[src/rtl/io_led_pkg.sv]
// Shared constants for the ext_io LED controller: register offsets and reset/active levels.
package io_led_pkg;

  localparam logic [1:0] REG_ONOFF  = 2'd0;
  localparam logic [1:0] REG_BLINK  = 2'd1;
  localparam logic [1:0] REG_DUTY   = 2'd2;
  localparam logic [1:0] REG_PERIOD = 2'd3;

  localparam logic [7:0] PERIOD_RST = 8'h07;

  // Pads are active-low: driving LED_ON lights the LED.
  localparam logic LED_ON = 1'b0;

endpackage

[src/rtl/io_led_timebase.sv]
// Free-running PWM counter plus the blink prescaler / tick counter / phase toggle.
module io_led_timebase
  import io_led_pkg::*;
#(
  parameter int unsigned PWM_BITS   = 4,
  parameter int unsigned PRESC_BITS = 20
) (
  input  logic                clk,
  input  logic                rst_n,
  input  logic [7:0]          period,
  input  logic                restart,
  output logic                blink_phase,
  output logic [PWM_BITS-1:0] pwm_cnt
);

  logic [PRESC_BITS-1:0] presc_reg;
  logic [7:0]            tick_cnt_reg;
  logic                  phase_reg;
  logic [PWM_BITS-1:0]   pwm_reg;
  logic                  tick;

  assign tick = (presc_reg == '1);

  always_ff @(posedge clk or negedge rst_n) begin
    if (!rst_n) begin
      presc_reg    <= '0;
      tick_cnt_reg <= '0;
      phase_reg    <= 1'b0;
      pwm_reg      <= '0;
    end else begin
      pwm_reg <= pwm_reg + 1'b1;
      // A restart overrides a coinciding tick: no toggle, counters cleared.
      if (restart) begin
        presc_reg    <= '0;
        tick_cnt_reg <= '0;
      end else begin
        presc_reg <= presc_reg + 1'b1;
        if (tick) begin
          if (tick_cnt_reg == period) begin
            tick_cnt_reg <= '0;
            phase_reg    <= ~phase_reg;
          end else begin
            tick_cnt_reg <= tick_cnt_reg + 1'b1;
          end
        end
      end
    end
  end

  assign blink_phase = phase_reg;
  assign pwm_cnt     = pwm_reg;

endmodule

[src/rtl/io_led_ctrl.sv]
// Register-mapped LED controller (on/off, blink, PWM duty, blink period) on the ext_io page.
// Define IO_LED_READBACK_EN to enable register readback on d_out/d_out_en.
module io_led_ctrl
  import io_led_pkg::*;
#(
  parameter int unsigned NUM_LEDS   = 5,
  parameter logic [15:0] BASE_ADDR  = 16'hDEFC,
  parameter int unsigned PWM_BITS   = 4,
  parameter int unsigned PRESC_BITS = 20
) (
  input  logic                clk,
  input  logic                rst_n,
  input  logic                bus_access_strobe,
  input  logic [15:0]         a,
  input  logic                ext_io_en,
  input  logic                r_w_n,
  input  logic [7:0]          d_in,
  output logic [7:0]          d_out,
  output logic                d_out_en,
  output logic [NUM_LEDS-1:0] leds
);

  logic [NUM_LEDS-1:0] onoff_reg;
  logic [NUM_LEDS-1:0] blink_reg;
  logic [PWM_BITS-1:0] duty_reg;
  logic [7:0]          period_reg;
  logic [NUM_LEDS-1:0] leds_reg;
  logic [NUM_LEDS-1:0] leds_next;
  logic                sel;
  logic                wr;
  logic                restart;
  logic                blink_phase;
  logic [PWM_BITS-1:0] pwm_cnt;
  logic                pwm_on;
  logic                unused_d_in;

  assign sel     = bus_access_strobe & ext_io_en & (a[15:2] == BASE_ADDR[15:2]);
  assign wr      = sel & ~r_w_n;
  assign restart = wr & (a[1:0] == REG_PERIOD);

  // Data bits above the implemented LEDs/duty width are dropped on write.
  assign unused_d_in = ^d_in;

  always_ff @(posedge clk or negedge rst_n) begin
    if (!rst_n) begin
      onoff_reg  <= '1;
      blink_reg  <= '0;
      duty_reg   <= '1;
      period_reg <= PERIOD_RST;
    end else if (wr) begin
      case (a[1:0])
        REG_ONOFF:  onoff_reg  <= d_in[NUM_LEDS-1:0];
        REG_BLINK:  blink_reg  <= d_in[NUM_LEDS-1:0];
        REG_DUTY:   duty_reg   <= d_in[PWM_BITS-1:0];
        REG_PERIOD: period_reg <= d_in;
        default: ;
      endcase
    end
  end

  io_led_timebase #(
    .PWM_BITS   (PWM_BITS),
    .PRESC_BITS (PRESC_BITS)
  ) u_timebase (
    .clk         (clk),
    .rst_n       (rst_n),
    .period      (period_reg),
    .restart     (restart),
    .blink_phase (blink_phase),
    .pwm_cnt     (pwm_cnt)
  );

  // Full duty is special-cased so the compare never leaves a dark cycle.
  assign pwm_on = (duty_reg == '1) | (pwm_cnt < duty_reg);

  generate
    for (genvar gi = 0; gi < int'(NUM_LEDS); gi++) begin : g_led
      assign leds_next[gi] = (~onoff_reg[gi] & (~blink_reg[gi] | blink_phase) & pwm_on)
                             ? LED_ON : ~LED_ON;
    end
  endgenerate

  always_ff @(posedge clk or negedge rst_n) begin
    if (!rst_n) begin
      leds_reg <= '1;
    end else begin
      leds_reg <= leds_next;
    end
  end

  assign leds = leds_reg;

`ifdef IO_LED_READBACK_EN
  logic       rd;
  logic [7:0] rd_data;
  logic [7:0] d_out_reg;
  logic       d_out_en_reg;

  assign rd = sel & r_w_n;

  always_comb begin
    rd_data = '0;
    case (a[1:0])
      REG_ONOFF:  rd_data = 8'(onoff_reg);
      REG_BLINK:  rd_data = 8'(blink_reg);
      REG_DUTY:   rd_data = 8'(duty_reg);
      REG_PERIOD: rd_data = period_reg;
      default:    rd_data = '0;
    endcase
  end

  always_ff @(posedge clk or negedge rst_n) begin
    if (!rst_n) begin
      d_out_reg    <= '0;
      d_out_en_reg <= 1'b0;
    end else begin
      d_out_en_reg <= rd;
      if (rd) begin
        d_out_reg <= rd_data;
      end
    end
  end

  assign d_out    = d_out_reg;
  assign d_out_en = d_out_en_reg;
`else
  assign d_out    = '0;
  assign d_out_en = 1'b0;
`endif

endmodule
[config.mk]
export PLATFORM = sky130hd
export DESIGN_NAME = io_led_ctrl
export DESIGN_NICKNAME = d
export VERILOG_FILES = /design/src/rtl/io_led_pkg.sv /design/src/rtl/io_led_timebase.sv /design/src/rtl/io_led_ctrl.sv
export SDC_FILE = /design/constraint.sdc
export NUM_CORES = 1
export LEC_CHECK = 0
export ABC_AREA = 1
export ABC_CLOCK_PERIOD_IN_PS = 5100
export CORE_MARGIN = 2
export CORE_UTILIZATION = 35
export DETAILED_ROUTE_END_ITERATION = 12
export MAX_ROUTING_LAYER = met4
export PLACE_DENSITY = 0.64
export SYNTH_ARGS = -nofsm -noshare
export SYNTH_HDL_FRONTEND = slang
export SYNTH_HIERARCHICAL = 1
export SYNTH_SLANG_ARGS = --single-unit
[constraint.sdc]
create_clock -name clk -period 5.1 [get_ports clk]
set_clock_uncertainty 0.2 [all_clocks]
set_input_delay 0.765 -clock clk [delete_from_list [all_inputs] [get_ports clk]]
set_output_delay 0.765 -clock clk [all_outputs]
set_load 0.01 [all_outputs]
==> impl_metrics.tcl <==
set metrics [dict create \
    insertedDiodeCount 0 \
    syn_area_per_cell_um2 7.89 \
    finish.net_count 499 \
    timing.hold.worst.class "reg2reg" \
    synth-seq-area-share 0.448 \
    largest_reg_flops 20 \
    start_util 0.365 \
    die_width_um 103 \
    max_freq_mhz 332 \
    syn_inst_count 431 \
    crit_arrival_ns 3.03 \
    leakage_nw 1.90 \
    first_pass_iters 4 \
    post_cts.repair.setup_buffers 0 \
    rows 35 \
    cts_resized 0 \
    start_kind "input port" \
    drc 0 \
    drt_iter0_markers 86 \
    finalCoreUtilization 0.431 \
    vias_per_cell 4.57 \
    power_per_cell_area_mw_per_mm2 251 \
    synthDominantAreaCellType "sky130_fd_sc_hd__dfrtp_1" \
    timing.critical_path.to_type "flip-flop" \
    dp_hpwl_mm 4.79 \
    yosys-top-cells-area "sky130_fd_sc_hd__dfrtp_1, sky130_fd_sc_hd__nand2_1, sky130_fd_sc_hd__dfstp_2" \
    layout.cells.most_common "sky130_fd_sc_hd__nand2_1" \
    cts_htree_levels 3 \
    timing_max_transition_violations_final 0 \
    grt_setup_unrepaired "false" \
    fraction_of_final_layout_cells_with_drive_strength_greater_than_1 0.124 \
    post-synth-top-area-fraction 0.316 \
    setup.worst_path.class "in2reg" \
    synth_enable_flop_cells 0 \
    fin_setup_tns_ns 0 \
    clock_latency_ns 0.33 \
    worst_path_dominant_cell_family "buffers and inverters" \
    route.detailed.wl_per_inst_um 10.7 \
    grt_start_max_net_pins 61 \
    overall_die_height_um 103 \
    cts_root_buffer "sky130_fd_sc_hd__clkbuf_8" \
    power.ir.vdd_worst_v 0.000110 \
    cts_max_path_buffers 2 \
    relSlewSlack 0.498 \
    globalRoute.totalOverflow 0 \
    critPathBufInv 4 \
    tightestPinTransition_ns 0.753 \
    clkSlewWorstSetupHoldPaths_ns 0.07 \
    layout.cells.most_common_list "sky130_fd_sc_hd__nand2_1, sky130_fd_sc_hd__inv_1, sky130_fd_sc_hd__dfrtp_1" \
    max_stage_delay_ns 0.82 \
    antenna_found_initial 0 \
    die_area_mm2 0.0105 \
    detailedPlace.worstSlack_ns 1.75 \
    vias_after_detailed_routing 2731 \
    path_common_cell "sky130_fd_sc_hd__inv_1" \
    tritoncts_clock_tree "yes" \
    synthDistinctLibCells 34 \
    cts.sinks 60 \
    timing.final.crit_share 0.590 \
    cp.required_ns 5.12 \
    tritoncts.num_buffers 9 \
    ys.warnings.count 6 \
    cts_hold_buffers 0 \
    final.setup.worst_slack_ns 2.09 \
    first_global_vias 2651 \
    core-area_mm2 0.00933 \
    wirelength_mm 6.41 \
    drv_cap 0 \
    setup_violations 0 \
    synthFlopType "sky130_fd_sc_hd__dfrtp_1" \
    place.port_buffers 33 \
    crit_path_max_fanout 21 \
    period_needed_ns 3.01 \
    detail-route-antenna-nets 0 \
    result_of_the_run "completed" \
    timing.final.hold_violations 0 \
    area.growth.synth_to_final_pct 18.2 \
    globalRouteTotalUtil 0.143 \
    post_synth_instance_area_mm2 0.00340 \
    place.gp.congestion 0.848 \
    async_flop_share 1.00 \
    global_route_wire_length_before_repair_mm 11.7 \
    top_level_ports 43 \
    timing.critical_path.slowest_stage_cell "sky130_fd_sc_hd__clkdlybuf4s50_1" \
    synth_seq_cells 60 \
    design_area_mm2 0.00402 \
    area_of_placed_instances_mm2 0.00380 \
    crit_chain "clkdlybuf4s50_1 -> inv_1 -> nor4_2 -> buf_4 -> inv_1 -> o21ai_0 -> nor2_1" \
]
[power breakdown]
part           switching [W]  internal (W)
Sequential        0.00000325      0.000480
Clock               0.000180      0.000288
Combinational      0.0000323     0.0000241
Total               0.000215      0.000792
[stage by stage]
stage	hold WS (ns)	cells	power, W
after floorplan	0.238	439	0.000519
after global placement	0.254	582	0.000547
after detailed placement	0.257	582	0.000549
after CTS	0.266	598	0.00102
after global routing	0.281	598	0.00105
final	0.267	598	0.00101
[tightest hold or removal path: cells and delay by family, from the launching register on]
family	cells	cell delay, ns
flip-flops	1	0.37
AND/OR/NAND/NOR	2	0.10
[final cells by class]
cell class	instances	area, µm²
clock buffer	12	145
clock inverter	4	72.6
fill	927	5310
inverter	53	199
multi-input combinational	305	1580
sequential	60	1520
tap	129	161
timing repair buffer	35	340
[cells by family after synthesis]
group                      count (synthesis)  share of synthesized area
AOI/OAI and AO/OA                         33                     0.0497
xor gates and xnor gates                  13                     0.0335
adders and majority gates                  6                     0.0221
buffers and inverters                     74                     0.0989
DFF                                       60                      0.448
other                                      1                    0.00110
and+or+nand+nor                          244                      0.347
[routing by layer]
metal | vias up | track usage | share of wire | routed length (µm)
li1 | 1428 | - | - | -
met1 | 1243 | 0.175 | 0.48 | 3090
met2 | 51 | 0.230 | 0.47 | 2980
met3 | 9 | 0.0393 | 0.039 | 250
met5 | - | - | 0 | 0
met4 | 0 | 0.0431 | 0.013 | 85
[worst paths after layout]
check,from,endpoint,slack (ns),depth (start not counted)
hold reg to reg,onoff_reg[4],onoff_reg[4],0.27,2
setup / recovery,a[0],u_timebase/presc_reg[13],2.09,7
min in group asynchronous,rst_n,u_timebase/presc_reg[19],0.38,2
setup reg to reg,u_timebase/presc_reg[0],u_timebase/blink_phase,3.28,8
hold / removal,onoff_reg[4],onoff_reg[4],0.27,2
max in group asynchronous,rst_n,u_timebase/blink_phase,3.81,2
[cells in the mapped netlist (all sizes together) (4+ instances only)]
cell,number
nand2,127
inv,53
nor2,50
dfrtp,43
nand3,28
nand4,27
buf,19
a21oi,17
dfstp,17
o21ai,14
xor2,9
ha,6
nor3,6
nand3b,5
xnor2,4
(Power assumes the default switching activity.)
==> edit (same flow settings) <==
`PRESC_BITS` is set to 20 in 2 places; all go to 40.
--- a/src/rtl/io_led_timebase.sv
+++ b/src/rtl/io_led_timebase.sv
@@ -3,7 +3,7 @@
   import io_led_pkg::*;
 #(
   parameter int unsigned PWM_BITS   = 4,
-  parameter int unsigned PRESC_BITS = 20
+  parameter int unsigned PRESC_BITS = 40
 ) (
   input  logic                clk,
   input  logic                rst_n,
--- a/src/rtl/io_led_ctrl.sv
+++ b/src/rtl/io_led_ctrl.sv
@@ -6,7 +6,7 @@
   parameter int unsigned NUM_LEDS   = 5,
   parameter logic [15:0] BASE_ADDR  = 16'hDEFC,
   parameter int unsigned PWM_BITS   = 4,
-  parameter int unsigned PRESC_BITS = 20
+  parameter int unsigned PRESC_BITS = 40
 ) (
   input  logic                clk,
   input  logic                rst_n,
Formal check against the unedited RTL: no difference found for any inputs over 10 cycles, from zero or initial values and one cycle with rst_n low; that may be too few to reach the edited logic, so the function may still have changed.
==> edit against the unedited design <==
Clock power up 35%. Largest power group unchanged. Total power rose by 32%. Worst setup slack lost 380 ps. First-iteration DRC count grew to 3.1 times the old value. Final area up 35%. Wire length rose by 61%. Sequential cell count rose by 20. Area after synthesis rose by 38%. Final cell count up 41%. Sequential share of layout area is 0.58 points lower.
==> edit: results (changes against the unedited design) <==
status=finished, final reports clean (unchanged); peak supply drop=0.1391 mV (was 0.1103 mV); Combinational Power=0.0000628 W (was 0.0000565 W); Adder-Cell Fraction of Synth Area=1.598% (was 2.207%); H-tree levels=3 (unchanged); Compound-Gate Fraction of Synth Area=6.020% (was 4.965%); Nets=698 (was 499); Post-Place Cells=828 (was 582); DPL Wire Length=7662 um (was 4788 um); Tightest Hold Check Type=register to register (unchanged); RD Place Congestion=0.9570 (was 0.8480); Area after DPL=5134 sq um (was 3802 sq um); sequential area share after synthesis=43.07% (was 44.76%); routed vias/inst=4.774 (was 4.567); Pint=0.001025 W (was 0.0007920 W); fin area=5424 sq um (was 4020 sq um); largest net degree at the start of global routing=81 (was 61); Largest register FFs=40 (was 20); share of cells above drive strength 1=9.731% (was 12.37%); Tot GR Track Use=15.95% (was 14.27%); Rel. slew slack=24.23% (was 49.80%); clock network area share=5.352% (was 5.415%); Setup WS pre-CTS=1356 ps (was 1755 ps); vias in the first global route=3834 (was 2651); clk root buf=clkbuf_16 (was clkbuf_8); CTS Buf Count=9 (unchanged); Synth Instances=635 (was 431); fillers=1342 (was 927); final std cells w/o fill=844 (was 598); Clock group=0.000630 W (was 0.000468 W); crit-path max FO=39 (was 21); Pwr per Cell Area=245.9 nW/um^2 (was 250.5 nW/um^2); Routed met1 length=5047 um (was 3093 um); synthesized flop and latch total=80 (was 60); footprint of the multi-input gates=2326 sq um (was 1579 sq um); global-route wire length before repair=18020 um (was 11650 um); slowest stage cell, crit path=clkdlybuf4s50_1 (unchanged); die area=14360 sq um (was 10520 sq um); WL final=10340 um (was 6413 um); PortBufs=33 (unchanged); met2 wire length=4831 um (was 2984 um); Reg area=2023 sq um (was 1523 sq um); inverters=61 (was 53); Plain + repair buffers=34 (was 35); wire length on met3=363 um (was 250 um); LEAKAGE=2.437 nW (was 1.896 nW); DRT Pass-1 Iters=4 (unchanged); post-synthesis xor/xnor area fraction=2.238% (was 3.347%); met2 GRT Util=24.96% (was 23.03%); Yosys cell types=36 (was 34); #MultiIn Comb=477 (was 305); synth top area cells=dfrtp_1, nand2_1, dfstp_2 (unchanged); CP arrival=3410 ps (was 3030 ps); Signal buf overhead=6.182% (was 8.466%); met1 Usage GRT=20.98% (was 17.49%); Pins Over Slew Limit=0 (unchanged); met3 Track Usage GR=3.517% (was 3.932%); top post-synthesis cells by count=nand2_1, nor2_1, dfrtp_1 (was nand2_1, inv_1, dfrtp_1); drt initial violations=269 (was 86)
-- edit: cells by family (layout without fill, tap and decap cells) --
kind of cell,Yosys count,after routing
other,1,9
AO/OA/AOI/OAI,52,52
XOR/XNOR,12,12
flip-flops,80,80
buffers and inverters,86,111
AND/OR/NAND/NOR,398,398
adder cells (fa/ha/maj),6,6
-- edit: path summary, 6_finish.rpt --
| check | end | start | depth (start not counted) | slack [ps] |
|---|---|---|---|---|
| min in group asynchronous | u_timebase/presc_reg[10] | rst_n | 1 | 390 |
| max | u_timebase/tick_cnt_reg[3] | a[0] | 7 | 1710 |
| max in group asynchronous | u_timebase/presc_reg[22] | rst_n | 1 | 3670 |
| min | onoff_reg[2] | onoff_reg[2] | 2 | 270 |
| min reg2reg | onoff_reg[2] | onoff_reg[2] | 2 | 270 |
| max reg2reg | u_timebase/blink_phase | u_timebase/presc_reg[0] | 10 | 2960 |
